==> config.mk <==
export PLATFORM = sky130hd
export DESIGN_NAME = auto_decision
export DESIGN_NICKNAME = d
export VERILOG_FILES = /design/src/rtl/auto_pkg.sv /design/src/rtl/detector_debounce.sv /design/src/rtl/auto_decision.sv
export SDC_FILE = /design/constraint.sdc
export NUM_CORES = 1
export LEC_CHECK = 0
export CAP_MARGIN = 20
export CORE_MARGIN = 2
export CORE_UTILIZATION = 40
export DETAILED_ROUTE_END_ITERATION = 7
export SLEW_MARGIN = 20
export SYNTH_ARGS = -nofsm -noshare
export SYNTH_HDL_FRONTEND = slang
export SYNTH_HIERARCHICAL = 1
export SYNTH_SLANG_ARGS = --single-unit
==> constraint.sdc <==
create_clock -name clk -period 3.6 [get_ports clk]
set_input_delay 0.72 -clock clk [delete_from_list [all_inputs] [get_ports clk]]
set_output_delay 0.72 -clock clk [all_outputs]
set_load 0.03 [all_outputs]
==> src/rtl/auto_pkg.sv <==
// Shared types and timing defaults for the autopilot decision and turn executor.
// State encodings, turn request bundle and a saturating counter helper.
package auto_pkg;

    typedef enum logic [2:0] {
        IDLE,
        FORWARD,
        TRIGGER,
        WAIT_ACK,
        TURNING,
        SETTLE
    } state_t;

    typedef struct packed {
        logic left;
        logic right;
        logic back;
    } turn_t;

    localparam int unsigned CNT_W             = 32;
    localparam int unsigned DEBOUNCE_TIME_DEF = 10;
    localparam int unsigned ACK_TIMEOUT_DEF   = 4;
    localparam int unsigned SETTLE_TIME_DEF   = 250;

    function automatic logic [CNT_W-1:0] sat_inc(input logic [CNT_W-1:0] v);
        return (v == '1) ? v : v + 1'b1;
    endfunction

endpackage

==> src/rtl/detector_debounce.sv <==
// Debounce filter for one obstacle detector.
// Output resets to 1 (obstacle) and follows raw after DEBOUNCE_TIME stable samples.
module detector_debounce
    import auto_pkg::*;
#(
    parameter int unsigned DEBOUNCE_TIME = DEBOUNCE_TIME_DEF
) (
    input  logic clk,
    input  logic rst_n,
    input  logic raw,
    output logic filtered
);

    logic             filt_q;
    logic             filt_d;
    logic [CNT_W-1:0] cnt_q;
    logic [CNT_W-1:0] cnt_d;

    // Count consecutive samples that disagree with the filtered value.
    always_comb begin
        filt_d = filt_q;
        cnt_d  = '0;
        if (raw != filt_q) begin
            if (cnt_q >= CNT_W'(DEBOUNCE_TIME - 1)) begin
                filt_d = raw;
            end else begin
                cnt_d = sat_inc(cnt_q);
            end
        end
    end

    // Filter state register.
    always_ff @(posedge clk or negedge rst_n) begin
        if (!rst_n) begin
            filt_q <= 1'b1;
            cnt_q  <= '0;
        end else begin
            filt_q <= filt_d;
            cnt_q  <= cnt_d;
        end
    end

    assign filtered = filt_q;

endmodule

==> src/rtl/auto_decision.sv <==
// Autopilot decision unit: picks a manoeuvre at junctions and hands it to the turn executor.
// Build option RIGHT_HAND_RULE_EN selects the right-hand wall-follow rule.
module auto_decision
    import auto_pkg::*;
#(
    parameter int unsigned DEBOUNCE_TIME = DEBOUNCE_TIME_DEF,
    parameter int unsigned ACK_TIMEOUT   = ACK_TIMEOUT_DEF,
    parameter int unsigned SETTLE_TIME   = SETTLE_TIME_DEF
) (
    input  logic clk,
    input  logic rst_n,
    input  logic enable,
    input  logic detector_front,
    input  logic detector_left,
    input  logic detector_right,
    input  logic detector_back,
    input  logic is_turning,
    output logic trigger_turn_left,
    output logic trigger_turn_right,
    output logic trigger_turn_back,
    output logic move_forward,
    output logic ack_fault
);

    logic df;
    logic dl;
    logic dr;
    logic db_unused;

    detector_debounce #(.DEBOUNCE_TIME(DEBOUNCE_TIME)) u_deb_front (
        .clk      (clk),
        .rst_n    (rst_n),
        .raw      (detector_front),
        .filtered (df)
    );

    detector_debounce #(.DEBOUNCE_TIME(DEBOUNCE_TIME)) u_deb_left (
        .clk      (clk),
        .rst_n    (rst_n),
        .raw      (detector_left),
        .filtered (dl)
    );

    detector_debounce #(.DEBOUNCE_TIME(DEBOUNCE_TIME)) u_deb_right (
        .clk      (clk),
        .rst_n    (rst_n),
        .raw      (detector_right),
        .filtered (dr)
    );

    detector_debounce #(.DEBOUNCE_TIME(DEBOUNCE_TIME)) u_deb_back (
        .clk      (clk),
        .rst_n    (rst_n),
        .raw      (detector_back),
        .filtered (db_unused)
    );

    logic ff;
    logic fl;
    logic fr;

    assign ff = ~df;
    assign fl = ~dl;
    assign fr = ~dr;

    state_t           state_q;
    state_t           state_d;
    logic [CNT_W-1:0] cnt_q;
    logic [CNT_W-1:0] cnt_d;
    turn_t            trig_q;
    turn_t            trig_d;
    logic             fault_q;
    logic             fault_d;
    turn_t            pick;

    // Wall-follow rule: all-zero pick means keep driving forward.
    always_comb begin
        pick = '0;
`ifdef RIGHT_HAND_RULE_EN
        if (fr) begin
            pick.right = 1'b1;
        end else if (ff) begin
            pick = '0;
        end else if (fl) begin
            pick.left = 1'b1;
        end else begin
            pick.back = 1'b1;
        end
`else
        if (fl) begin
            pick.left = 1'b1;
        end else if (ff) begin
            pick = '0;
        end else if (fr) begin
            pick.right = 1'b1;
        end else begin
            pick.back = 1'b1;
        end
`endif
    end

    // Next-state logic; the shared counter times both the ack wait and the settle drive.
    always_comb begin
        state_d = state_q;
        cnt_d   = cnt_q;
        trig_d  = '0;
        fault_d = fault_q;
        if (!enable) begin
            state_d = IDLE;
            cnt_d   = '0;
        end else begin
            unique case (state_q)
                IDLE: begin
                    state_d = FORWARD;
                end
                FORWARD: begin
                    if (pick != '0) begin
                        state_d = TRIGGER;
                        trig_d  = pick;
                    end
                end
                TRIGGER: begin
                    state_d = WAIT_ACK;
                    cnt_d   = '0;
                end
                WAIT_ACK: begin
                    if (is_turning) begin
                        state_d = TURNING;
                    end else if (cnt_q >= CNT_W'(ACK_TIMEOUT - 1)) begin
                        fault_d = 1'b1;
                        state_d = FORWARD;
                    end else begin
                        cnt_d = sat_inc(cnt_q);
                    end
                end
                TURNING: begin
                    if (!is_turning) begin
                        state_d = SETTLE;
                        cnt_d   = '0;
                    end
                end
                SETTLE: begin
                    if (!ff) begin
                        state_d = FORWARD;
                    end else if (cnt_q >= CNT_W'(SETTLE_TIME - 1)) begin
                        state_d = FORWARD;
                    end else begin
                        cnt_d = sat_inc(cnt_q);
                    end
                end
                default: begin
                    state_d = IDLE;
                end
            endcase
        end
    end

    // State, counter, trigger and fault registers.
    always_ff @(posedge clk or negedge rst_n) begin
        if (!rst_n) begin
            state_q <= IDLE;
            cnt_q   <= '0;
            trig_q  <= '0;
            fault_q <= 1'b0;
        end else begin
            state_q <= state_d;
            cnt_q   <= cnt_d;
            trig_q  <= trig_d;
            fault_q <= fault_d;
        end
    end

    assign trigger_turn_left  = trig_q.left;
    assign trigger_turn_right = trig_q.right;
    assign trigger_turn_back  = trig_q.back;
    assign move_forward       = (state_q == FORWARD) || (state_q == SETTLE);
    assign ack_fault          = fault_q;

endmodule

==> metrics.csv <==
stage;metric;value;unit
worst_setup_path;worst reg2reg path depth;5;
finish;final std cells w/o fill;668;
power_and_ir_drop;PwrDens;539.3;mW/mm2
die;Die Span Y;116.6;um
grt;global-route wire length before repair;13980;um
clock_tree;Resize count post-CTS;0;
clock_tree;clk slew on worst S/H paths;50;ps
route;vias per cell;4.470;
die;CORE AREA;0.01252;mm2
synthesis;Avg Inst Size Synth;13.46;um2
outcome;status;complete, no violations;
sta;Final setup viols;0;
finish;Fill cells;1109;
clock_tree;clk sinks;138;
die;IO Pins;13;
finish;diode count;0;
synthesis;cell area after synthesis;0.005075;mm2
grt;gr ovfl total;0;
place;gpl congestion;0.8068;
place;port bufs;11;
worst_setup_path;Crit Path Max Fanout;9;
worst_setup_path;cells along the critical path;nand2b_4, inv_1, clkdlybuf4s50_1;
worst_setup_path;Critical Path RT;2880;ps
place;Post-Place Cells;638;
sta;Period minus WS final;2528;ps
sta;f_max;0.3955;GHz
place;Setup WS pre-CTS;751.0;ps
grt;gr usage total;13.53;%
route;Routed wire per std cell;12.05;um
clock_tree;hold buffers post-CTS;0;
worst_setup_path;critical path arrival;1810;ps
finish;synth-to-layout area growth;23.05;%
place;HPWL after DPL;5374;um
route;antenna-violating nets left;0;
route;via count;2986;
route;WL final;8050;um
worst_setup_path;slowest stage delay, CP;660;ps
route;Residual DRC;0;
grt;initial antenna violation count;0;
worst_setup_path;CP Launch Type;flop;
sta;post-route setup slack;1072;ps
die;Die Span X;116.6;um
route;drt pass-1 iters;4;
clock_tree;htree depth;4;
worst_setup_path;crit path kind;flop to primary output;
die;die area;0.01360;mm2
clock_tree;Clk Latency, worst-skew pair;400;ps
grt;vias in the first global route;3037;
synthesis;Post-Synthesis Cells;377;
sta;slew at the pin closest to its max-slew limit;933.4;ps
sta;Slew HR;37.77;%
sta;period utilization;70.23;%
clock_tree;clk buf depth;2;
min_path;worst min path class;input port to asynchronous set/reset pin;
clock_tree;CTS tree;done;
synthesis;fraction of registers with async set/reset;100.0;%
synthesis;yosys warns;6;
synthesis;Synth area leader;dfrtp_1;
synthesis;Seq/Total Area, Yosys;68.12;%
synthesis;Yosys cell types;47;
synthesis;post-synth top area share;66.57;%
sta;final setup TNS;0;ps
clock_tree;Post-CTS Setup Bufs;0;
power_and_ir_drop;VDD IR max;373.1;uV
clock_tree;Root Driver;clkbuf_16;
sta;Slew Viols, Final;0;
flow_run;Max-Cap Viols;0;
worst_setup_path;CP max-delay cell;clkdlybuf4s50_1;
die;row count;41;
finish;layout cells sized above 1;10.89;%
route;Iteration-0 DRC Markers;168;
synthesis;Synth area leaders;dfrtp_1 (67%), and2_1 (3.9%), nand4_1 (3.2%);
synthesis;#FFs+latches synth;138;
finish;final-stage net count;505;
power_and_ir_drop;Pleak;2.817;nW
sta;Fin. Hold Viols;0;
sta;unrepaired setup endpoints after global routing;no;
die;initial core utilization;40.54;%
sta;Setup Skew;4.310;ps
worst_setup_path;Crit. End Element;primary output;
grt;largest net degree at the start of global routing;124;
synthesis;Most used DFF post-synth;dfrtp_1;
synthesis;EDFF count, synth;0;
clock_tree;CTS Buf Count;17;
metrics by stage:
stage,power [mW],hold slack (ps),util [%],cell area [um2]
after detailed placement,1.812,464.0,45.50,5695
after floorplan,1.743,424.4,-,5379
after CTS,3.421,476.4,49.87,6242
final,3.368,420.5,49.89,6245
after global placement,1.808,460.7,45.50,5695
after global routing,3.522,494.8,49.89,6245
layer usage:
metal	up-vias	wire length (um)	GRT usage, %
li1	1488	-	-
met1	1455	3750	16.92
met2	34	3944	21.47
met3	9	211	4.100
met4	0	144	6.745
met5	-	0	0
final timing paths:
kind	from	slack (ps)	end
max	state_q[1]$_DFFE_PN0P_	1070	move_forward
min	rst_n	420	u_deb_front/cnt_q[9]$_DFFE_PN0P_
max reg2reg	cnt_q[17]$_DFFE_PN0P_	1420	cnt_q[7]$_DFFE_PN0P_
min reg2reg	ack_fault$_DFFE_PN0P_	470	ack_fault$_DFFE_PN0P_
max in group asynchronous	rst_n	2340	u_deb_right/cnt_q[7]$_DFFE_PN0P_
min in group clk	ack_fault$_DFFE_PN0P_	470	ack_fault$_DFFE_PN0P_
placed cells by master, fill, tap and decap left out, types with 8 or more instances in the layout:
cell,count
nand3_1,16
conb_1,84
nor4_2,12
ha_1,12
inv_1,14
nand2_1,9
nor3_1,9
dfrtp_1,135
nor2_1,10
clkdlybuf4s50_1,10
clkbuf_16,17
and2_1,32
nand4_1,26
a21oi_1,8
nor4_1,26
cell families (layout without fill, tap and decap cells):
logic type | after synthesis | after routing | share of synthesized area [%]
flip-flops | 138 | 138 | 68.12
buffers and inverters | 18 | 56 | 1.381
AND/OR/NAND/NOR | 162 | 162 | 20.51
other | 3 | 84 | 0.2219
adder cells (fa/ha/maj) | 12 | 12 | 2.959
AO/OA/AOI/OAI | 31 | 31 | 4.315
XOR/XNOR | 7 | 7 | 1.208
multiplexers | 6 | 6 | 1.282
Yosys cell counts, drive strengths merged, types with 2 or more instances:
cell type	instances
a21boi	3
a21o	2
a21oi	8
and2	33
and3	2
buf	2
clkbuf	2
conb	3
dfrtp	135
dfstp	3
ha	12
inv	14
mux2	4
mux2i	2
nand2	9
nand2b	3
nand3	17
nand3b	2
nand4	26
nor2	10
nor2b	4
nor3	9
nor4	38
o21a	3
o21ai	2
o21bai	4
o2bb2ai	3
or4	3
xnor2	3
xor2	4
flip-flops by register name, indices dropped and copies added (netlist names):
| name | cells |
|---|---|
| ack_fault | 1 |
| state_q | 3 |
| u_deb_right/cnt_q | 32 |
| u_deb_left/cnt_q | 32 |
| cnt_q | 32 |
| u_deb_front/cnt_q | 32 |
| u_deb_left/filtered | 1 |
| trigger_turn_right | 1 |
| trigger_turn_left | 1 |
| u_deb_right/filtered | 1 |
| trigger_turn_back | 1 |
| u_deb_front/filtered | 1 |
power breakdown:
part	switching (mW)	internal, mW
clock	0.592	0.993
sequential	0.0428	1.61
combinational	0.0860	0.0444
worst max-delay path, delay by kind of cell, from the launching register on:
family	cells	cell delay (ps)
and+or+nand+nor	1	220
buffers and inverters	2	720
DFF	1	460
area by class of cell:
class | count | area, um2 | area share [%]
clock buffers | 23 | 478.0 | 7.654
clock inverters | 7 | 68.82 | 1.102
inverters | 14 | 52.55 | 0.8415
multi-input cells | 302 | 1852 | 29.65
flip-flops and latches | 138 | 3457 | 55.36
well taps | 172 | 215.2 | 3.446
repair buffers | 12 | 121.4 | 1.943
No activity file was read; power rests on OpenSTA's default activity.
